<file path="src/rtl/rom_stream_reader_if.sv">
// Output stream bundle for rom_stream_reader.
// Handshake: the master raises m_valid with m_data/m_last. Once m_valid is
// high, m_valid, m_data and m_last hold steady until the slave accepts.
// A word transfers on any rising edge where m_valid & m_ready are both high.
// m_last is meaningful only while m_valid is high.
interface rom_stream_reader_if #(
    parameter int DATA_WIDTH = 16
);
    logic                  m_valid;
    logic [DATA_WIDTH-1:0] m_data;
    logic                  m_last;
    logic                  m_ready;

    modport master (
        output m_valid,
        output m_data,
        output m_last,
        input  m_ready
    );

    modport slave (
        input  m_valid,
        input  m_data,
        input  m_last,
        output m_ready
    );
endinterface

</file>
<file path="src/rtl/rom_stream_reader.sv">
// rom_stream_reader: drives the address of a combinational ROM and streams a
// contiguous, wrapping run of words out over a valid/ready interface.
// Optional feature macro: ROM_STREAM_CHECKSUM_EN enables the burst XOR
// checksum; when undefined, checksum is tied to zero.
// dbg_state exposes the FSM state (0=IDLE, 1=FETCH, 2=DRAIN).
module rom_stream_reader #(
    parameter int ADDR_WIDTH   = 6,
    parameter int DATA_WIDTH   = 16,
    parameter int MEM_CAPACITY = 64
) (
    input  logic                  clk,
    input  logic                  rst_n,
    input  logic                  start,
    input  logic [ADDR_WIDTH-1:0] base_addr,
    input  logic [ADDR_WIDTH:0]   length,
    output logic                  busy,
    output logic                  done,
    output logic [ADDR_WIDTH-1:0] rom_addr,
    input  logic [DATA_WIDTH-1:0] rom_rdata,
    output logic [DATA_WIDTH-1:0] checksum,
    output logic [1:0]            dbg_state,
    rom_stream_reader_if.master   m
);

    typedef enum logic [1:0] {
        IDLE  = 2'd0,
        FETCH = 2'd1,
        DRAIN = 2'd2
    } state_t;

    localparam logic [ADDR_WIDTH:0]   CAP     = (ADDR_WIDTH+1)'(MEM_CAPACITY);
    localparam logic [ADDR_WIDTH-1:0] LAST_AD = ADDR_WIDTH'(MEM_CAPACITY - 1);
    localparam logic [ADDR_WIDTH:0]   ONE     = (ADDR_WIDTH+1)'(1);

    state_t                state_q, state_d;
    logic [ADDR_WIDTH-1:0] addr_q, addr_d;
    logic [ADDR_WIDTH:0]   rem_q, rem_d;
    logic                  valid_q, valid_d;
    logic [DATA_WIDTH-1:0] data_q, data_d;
    logic                  last_q, last_d;
    logic                  busy_q, busy_d;
    logic                  done_q, done_d;
    logic                  accept;
    logic                  capture;

    // The output register is free when empty or being drained this cycle.
    assign accept  = valid_q & m.m_ready;
    assign capture = (state_q == FETCH) & (~valid_q | m.m_ready);

    // Next-state and datapath decode; everything holds unless a case moves it.
    always_comb begin
        state_d = state_q;
        addr_d  = addr_q;
        rem_d   = rem_q;
        valid_d = valid_q;
        data_d  = data_q;
        last_d  = last_q;
        busy_d  = busy_q;
        done_d  = 1'b0;
        case (state_q)
            IDLE: begin
                if (start) begin
                    if (length != '0) begin
                        // Out-of-range base restarts at word 0; over-long bursts clamp to one ROM pass.
                        addr_d  = ({1'b0, base_addr} >= CAP) ? '0 : base_addr;
                        rem_d   = (length > CAP) ? CAP : length;
                        busy_d  = 1'b1;
                        state_d = FETCH;
                    end else begin
                        done_d = 1'b1;
                    end
                end
            end
            FETCH: begin
                if (capture) begin
                    data_d  = rom_rdata;
                    valid_d = 1'b1;
                    last_d  = (rem_q == ONE);
                    rem_d   = rem_q - ONE;
                    addr_d  = (addr_q == LAST_AD) ? '0 : addr_q + 1'b1;
                    if (rem_q == ONE) begin
                        state_d = DRAIN;
                    end
                end else if (accept) begin
                    valid_d = 1'b0;
                    last_d  = 1'b0;
                end
            end
            DRAIN: begin
                if (accept) begin
                    valid_d = 1'b0;
                    last_d  = 1'b0;
                    done_d  = 1'b1;
                    busy_d  = 1'b0;
                    state_d = IDLE;
                end
            end
            default: begin
                state_d = IDLE;
            end
        endcase
    end

    // State and datapath registers; reset discards any in-flight burst.
    always_ff @(posedge clk or negedge rst_n) begin
        if (!rst_n) begin
            state_q <= IDLE;
            addr_q  <= '0;
            rem_q   <= '0;
            valid_q <= 1'b0;
            data_q  <= '0;
            last_q  <= 1'b0;
            busy_q  <= 1'b0;
            done_q  <= 1'b0;
        end else begin
            state_q <= state_d;
            addr_q  <= addr_d;
            rem_q   <= rem_d;
            valid_q <= valid_d;
            data_q  <= data_d;
            last_q  <= last_d;
            busy_q  <= busy_d;
            done_q  <= done_d;
        end
    end

`ifdef ROM_STREAM_CHECKSUM_EN
    logic [DATA_WIDTH-1:0] cs_q;

    // Clear on a start taken in IDLE, then fold in every accepted word.
    always_ff @(posedge clk or negedge rst_n) begin
        if (!rst_n) begin
            cs_q <= '0;
        end else if ((state_q == IDLE) && start) begin
            cs_q <= '0;
        end else if (accept) begin
            cs_q <= cs_q ^ data_q;
        end
    end

    assign checksum = cs_q;
`else
    assign checksum = '0;
`endif

    assign busy      = busy_q;
    assign done      = done_q;
    assign rom_addr  = addr_q;
    assign dbg_state = state_q;
    assign m.m_valid = valid_q;
    assign m.m_data  = data_q;
    assign m.m_last  = last_q;

endmodule
</file>
<file path="src/flat_wrapper.sv">
// flat-port wrapper written by rule: the top's interface ports become plain ports
module rom_stream_reader_flat 
#(
    parameter int ADDR_WIDTH   = 6,
    parameter int DATA_WIDTH   = 16,
    parameter int MEM_CAPACITY = 64
)
  (clk, rst_n, start, base_addr, length, busy, done, rom_addr, rom_rdata, checksum, dbg_state, m_m_valid, m_m_data, m_m_last, m_m_ready);
  rom_stream_reader_if #(.DATA_WIDTH(DATA_WIDTH)) m_i ();
  input  logic clk;
  input  logic rst_n;
  input  logic start;
  input  logic [ADDR_WIDTH-1:0] base_addr;
  input  logic [ADDR_WIDTH:0] length;
  output logic busy;
  output logic done;
  output logic [ADDR_WIDTH-1:0] rom_addr;
  input  logic [DATA_WIDTH-1:0] rom_rdata;
  output logic [DATA_WIDTH-1:0] checksum;
  output logic [1:0] dbg_state;
  output wire logic [$bits(m_i.m_valid)-1:0] m_m_valid;
  output wire logic [$bits(m_i.m_data)-1:0] m_m_data;
  output wire logic [$bits(m_i.m_last)-1:0] m_m_last;
  input wire logic [$bits(m_i.m_ready)-1:0] m_m_ready;
  assign m_m_valid = m_i.m_valid;
  assign m_m_data = m_i.m_data;
  assign m_m_last = m_i.m_last;
  assign m_i.m_ready = m_m_ready;
  rom_stream_reader #(.ADDR_WIDTH(ADDR_WIDTH), .DATA_WIDTH(DATA_WIDTH), .MEM_CAPACITY(MEM_CAPACITY)) u_core (.clk(clk), .rst_n(rst_n), .start(start), .base_addr(base_addr), .length(length), .busy(busy), .done(done), .rom_addr(rom_addr), .rom_rdata(rom_rdata), .checksum(checksum), .dbg_state(dbg_state), .m(m_i));
endmodule
</file>
<file path="config.mk">
export PLATFORM = sky130hd
export DESIGN_NAME = rom_stream_reader_flat
export DESIGN_NICKNAME = d
export VERILOG_FILES = /design/src/rtl/rom_stream_reader_if.sv /design/src/rtl/rom_stream_reader.sv /design/src/flat_wrapper.sv
export SDC_FILE = /design/constraint.sdc
export NUM_CORES = 1
export LEC_CHECK = 0
export BUFFER_PORTS_ARGS = -buffer_cell sky130_fd_sc_hd__buf_2
export CAP_MARGIN = 20
export CORE_MARGIN = 2
export CORE_UTILIZATION = 49
export CTS_CLUSTER_SIZE = 28
export DETAILED_ROUTE_END_ITERATION = 10
export PLACE_DENSITY = 0.8
export SYNTH_ARGS = -nofsm -noshare
export SYNTH_HDL_FRONTEND = slang
export SYNTH_SLANG_ARGS = --single-unit
</file>
<file path="constraint.sdc">
create_clock -name clk -period 2.6 [get_ports clk]
set_input_delay 0.13 -clock clk [delete_from_list [all_inputs] [get_ports clk]]
set_output_delay 0.13 -clock clk [all_outputs]
set_load 0.005 [all_outputs]
</file>
=== Yosys cells after proc, flatten, opt, wreduce, memory -nomap -nowiden ===
Index checks and enable logic that the tools add are counted.

* Register bits: 35
* Input port bits: 33
* Output and inout bits: 44
* Logic and storage cells: 63

* Add/subtract/negate cells: 2
* $lt $le $gt $ge: 1
* Equal/unequal tests: 9
* Muxes and demuxes: 30
* Bitwise logic cells: 4
* Reductions and logical operators: 9

{| class="wikitable"
|+ Operator list
! cell !! count
|-
| two-way mux 7 bit || 4
|-
| two-way mux 6 bit || 4
|-
| case mux 7 bit (2 select lines) || 1
|-
| case mux 6 bit (2 select lines) || 1
|-
| two-way mux 1 bit || 10
|-
| two-way mux 2 bit || 5
|-
| case mux 1 bit (2 select lines) || 4
|-
| AND reduction 4 bit || 2
|-
| == test 7 x 1 -> 1 bit, second input constant || 1
|-
| > comparator 7 bit, second input constant || 1
|-
| nonzero test 7 bit || 1
|-
| subtractor 7 x 1 -> 7 bit, second input constant || 1
|-
| adder 6 x 1 -> 6 bit, second input constant || 1
|-
| == test 6 bit, second input constant || 1
|-
| inequality test 2 x 1 -> 1 bit, second input constant || 3
|-
| case mux 2 bit (3 select lines) || 1
|-
| nonzero test 2 bit || 3
|-
| AND reduction 5 bit || 1
|-
| inequality test 2 bit, second input constant || 2
|-
| bitwise AND 1 bit || 2
|-
| == test 2 x 1 -> 1 bit, second input constant || 1
|-
| == test 2 bit, second input constant || 1
|-
| zero test 2 bit || 1
|-
| AND reduction 2 bit || 1
|-
| other kinds (2) || 2
|}

=== Depth between registers and ports, before layout ===
* Depth in word-level cells: 5
* Gate-level depth with buffers: 8
* Mapped depth without buffers: 6

=== Worst setup path after synthesis ===
OpenSTA, ideal clock, no wires.

* Kind: reg-to-reg
* Start point: reg u_core.state_q[0], in the netlist u_core.dbg_state[0]
* End point: reg u_core.rem_q[4]
* Setup time: 0.126 ns
* Arrival time: 1.814 ns
* Data required time: 2.474 ns
* Slack: 0.660 ns
* Stages on the path, launching flop included: 8
* Buffers on the path: 1
* Clock period less this slack: 1.940 ns
* Path through: dfrtp_1 > inv_1 > ha_1 > clkbuf_1 > nand2b_1 > nor3_4 > o31ai_1 > a221o_1

* Word-level cells in the longest chain between the ends: 4

{| class="wikitable"
|+ Ends and longest elaborated chain
! element !! line !! source
|-
| start: declaration || rom_stream_reader.sv:35 || <nowiki>state_t state_q, state_d;</nowiki>
|-
| start signal: assignment || rom_stream_reader.sv:116 || <nowiki>state_q <= state_d;</nowiki>
|-
| == test 2 x 1 -> 1 bit || rom_stream_reader.sv:48, rom_stream_reader.sv:60 ||
|-
| bitwise AND 1 bit || rom_stream_reader.sv:48 || <nowiki>assign capture = (state_q == FETCH) & (~valid_q | m.m_ready);</nowiki>
|-
| inequality test 2 x 1 -> 1 bit (no line) || - ||
|-
| AND reduction 4 bit (no line) || - ||
|-
| end signal: assignment || rom_stream_reader.sv:118 || <nowiki>rem_q <= rem_d;</nowiki>
|-
| end: declaration || rom_stream_reader.sv:37 || <nowiki>logic [ADDR_WIDTH:0] rem_q, rem_d;</nowiki>
|}

Parallel ways exist; a longest one is shown, timed or not.
A chain may end at the register's enable or synchronous reset.

=== Worst setup path in the final report ===
* Start point: reg u_core.state_q[1], in the netlist u_core.dbg_state[1]
* End point: reg u_core.last_q, in the netlist u_core.m.m_last

* Word-level cells in the longest chain between the ends: 4

{| class="wikitable"
|+ Ends and longest elaborated chain
! element !! line !! source
|-
| == test 2 x 1 -> 1 bit || rom_stream_reader.sv:48, rom_stream_reader.sv:60 ||
|-
| bitwise AND 1 bit || rom_stream_reader.sv:48 ||
|-
| two-way mux 1 bit || rom_stream_reader.sv:75 || <nowiki>if (capture) begin</nowiki>
|-
| case mux 1 bit (2 select lines) || rom_stream_reader.sv:60 || <nowiki>case (state_q)</nowiki>
|-
| end signal: assignment || rom_stream_reader.sv:121 || <nowiki>last_q <= last_d;</nowiki>
|-
| end: declaration || rom_stream_reader.sv:40 || <nowiki>logic last_q, last_d;</nowiki>
|}

Parallel ways exist; a longest one is shown, timed or not.

==> flow_summary.toml <==
[outcome]
outcome = "finished, final reports clean"

[routing]
vias = 1675
drc = 0
drtIter0Drc = 88
post_drt_via_cell_ratio = 5.47
dr.pass1.iters = 4
routed_wl_mm = 4.47
wl_per_cell_microns = 14.6
ant_nets = 0

[final_layout]
area_growth_pct = 19.7
final_util = 0.609
fillCellCount = 348
drive_gt1_frac = 0.387
diodes = 0
final_nets = 295
fin_cells = 306

[clocking]
htree_levels = 2
cts_hold_buf = 1
numCtsBuffers = 5
tritoncts = "done"
clkTransAtPathRegs_ps = 80
post_cts_buffers = 0
cts_max_path_buffers = 2
clkSinkCount = 35
cts-resized-gates = 0
clk_latency_ps = 300
root_buffer = "clkbuf_8"

[grt]
grt_max_degree = 36
track_usage = 0.208
grt_pass1_vias = 1514
grt_pass1_wl_mm = 7.22
antenna_found_initial = 0
overflow = 0

[job]
drv_cap = 0

[sta]
setup_violations = 0
hold_viol = 0
rsz0062_at_grt = "false"
slew_viol_final = 0
fmax_ghz = 0.467
max_slew_margin = 0.486
layout_min_cycle_time_ps = 2140
tns_ps = 0
finClkSkew_ps = 17.5
worst_pin_slew_ps = 771
timing.hold.ws_ps = 69.3
post-route-period-util = 0.824

[min_path]
hp-start = "rom_rdata[13]"
min_to = "u_core.m.m_data[13]$_DFFE_PN0P_"
hp-class = "in2reg"
hold_path_depth = 2

[placement]
dp_hpwl_mm = 3.49
io_buffers = 60
gp_congestion = 0.852
dp.cells = 297

[setup_path]
start_kind = "flip-flop"
crit_fanout = 17
required_ps = 2830
r2r_cells = 5
worstReg2RegEnd = "u_core.m.m_last$_DFFE_PN0P_"
r2r_start = "u_core.dbg_state[1]$_DFFE_PN0P_"
path_class = "reg2reg"
worst-endpoint-arrival_ps = 2380
r2r_slack_ps = 460
worstSetupEndpointType = "flip-flop"

[power]
finalPower_mw = 3.01
ir_drop_mv = 0.544
p_leak_nw = 1.16
power_density_nw_per_um2 = 1240

[floorplan]
fp-row-count = 23
start_util = 0.509
core_sq_um = 4000
die_x_microns = 68.4
dieArea_sq_um = 4680
die_y_microns = 68.4
io-pin-count = 77

[yosys]
async_flop_share = 1.00
yosysUniqueCellTypes = 49
ys_ff_latch = 35
synth_edf_count = 0
synth_area_per_cell_sq_um = 10.5
synth_cells = 193
netlist_area_sq_um = 2030
seq_area_frac_synth = 0.431
synth_ff_type = "dfrtp_1"
yosysWarnings = 0
[cells in the final DEF, fill, tap and decap left out, types with 2 or more instances in the layout]
cell / n
or2_2: 2
mux2_2: 18
buf_2: 60
a211oi_1: 4
o221ai_1: 2
nand2b_1: 4
nand4_1: 2
a21oi_1: 8
nor2_1: 5
nor3b_1: 2
nor3_1: 4
mux2i_1: 3
nor4_1: 3
nand3_1: 5
inv_1: 8
dfrtp_1: 35
clkbuf_8: 5
buf_4: 2
a31oi_1: 2
or3_1: 3
o21ai_0: 9
ha_1: 7
conb_1: 16
o31ai_1: 4
nand2_1: 14
nand3b_1: 3
[stage by stage]
stage                     setup WS, ps  cell area, sq um
after global routing               279              2440
after CTS                          451              2440
after global placement             538              2310
final                              457              2440
after detailed placement           456              2310
after floorplan                    660              2090
[flip-flops by register name (all words and copies together), names as in the netlist]
register and cells:
u_core.m.m_valid 1, u_core.rem_q 7, u_core.m.m_last 1, u_core.rom_addr 6, u_core.done 1, u_core.m.m_data 16
u_core.dbg_state 2, u_core.busy 1
[layer usage]
metal,vias up,global-route usage,part of all wire
met5,-,0,0
met4,0,0.0700,0.014
met3,9,0.0510,0.065
met2,69,0.314,0.50
met1,793,0.291,0.42
li1,804,-,-
[Yosys cell counts (2+ instances only)]
library cell  number  area (sq um)
dfrtp_1           35           876
mux2_2            18           203
buf_4             16           120
nand2_1           14          52.6
o21ai_0            9          45.0
a21oi_1            8          40.0
inv_1              8          30.0
ha_1               7          87.6
clkbuf_1           5          18.8
nand3_1            5          25.0
nor2_1             5          18.8
a211oi_1           4          30.0
nand2b_1           4          25.0
nor3_1             4          20.0
o31ai_1            4          30.0
mux2i_1            3          30.0
nand3b_1           3          22.5
nor4_1             3          18.8
or3_1              3          18.8
a31oi_1            2          12.5
nand4_1            2          12.5
nor3b_1            2          15.0
o221ai_1           2          17.5
or2_2              2          12.5
[cells by family (layout without fill, tap and decap cells)]
logic type | after synthesis | after routing | synth area share
DFF | 35 | 35 | 0.431
AOI/OAI and AO/OA | 46 | 46 | 0.174
other | 1 | 16 | 0.00184
muxes | 21 | 21 | 0.114
adders and majority gates | 7 | 7 | 0.0430
and+or+nand+nor | 52 | 52 | 0.145
buffers and inverters | 31 | 79 | 0.0910
[layout make-up]
class / count / area [sq um] / area share
well taps: 50 / 62.6 / 0.0257
clock buffers: 5 / 68.8 / 0.0282
repair buffers: 63 / 325 / 0.134
multi-input cells: 142 / 1030 / 0.423
inverters: 8 / 30.0 / 0.0123
clock inverters: 3 / 43.8 / 0.0180
flip-flops and latches: 35 / 876 / 0.360
[worst max-delay path by stage]
stage	from	to	slack [ps]	cells past startpoint
2_1_floorplan	u_core.dbg_state[0]$_DFFE_PN0P_	u_core.rem_q[4]$_DFFE_PN0P_	660	7
3_3_place_gp	u_core.dbg_state[0]$_DFFE_PN0P_	u_core.rom_addr[3]$_DFFE_PN0P_	540	6
3_5_place_dp	u_core.dbg_state[1]$_DFFE_PN0P_	u_core.m.m_last$_DFFE_PN0P_	460	5
4_1_cts	u_core.dbg_state[1]$_DFFE_PN0P_	u_core.m.m_last$_DFFE_PN0P_	450	5
5_1_grt	u_core.dbg_state[1]$_DFFE_PN0P_	u_core.m.m_last$_DFFE_PN0P_	280	5
6_report	u_core.dbg_state[1]$_DFFE_PN0P_	u_core.m.m_last$_DFFE_PN0P_	460	5
[worst max-delay path, stage by stage, from the launching register on]
cell and delay, ps:
dfrtp_1 410, inv_1 110, ha_1 500, nand2_1 550, nor3b_1 340, a31o_2 170
[where the power goes]
group	total [mW]	switching, mW	leakage, nW	internal, mW
combinational	1.50	0.781	0.681	0.722
sequential	1.02	0.211	0.418	0.809
clock	0.489	0.204	0.0581	0.285
total	3.01	1.20	1.16	1.82
Power figures use the tool's default switching activity.
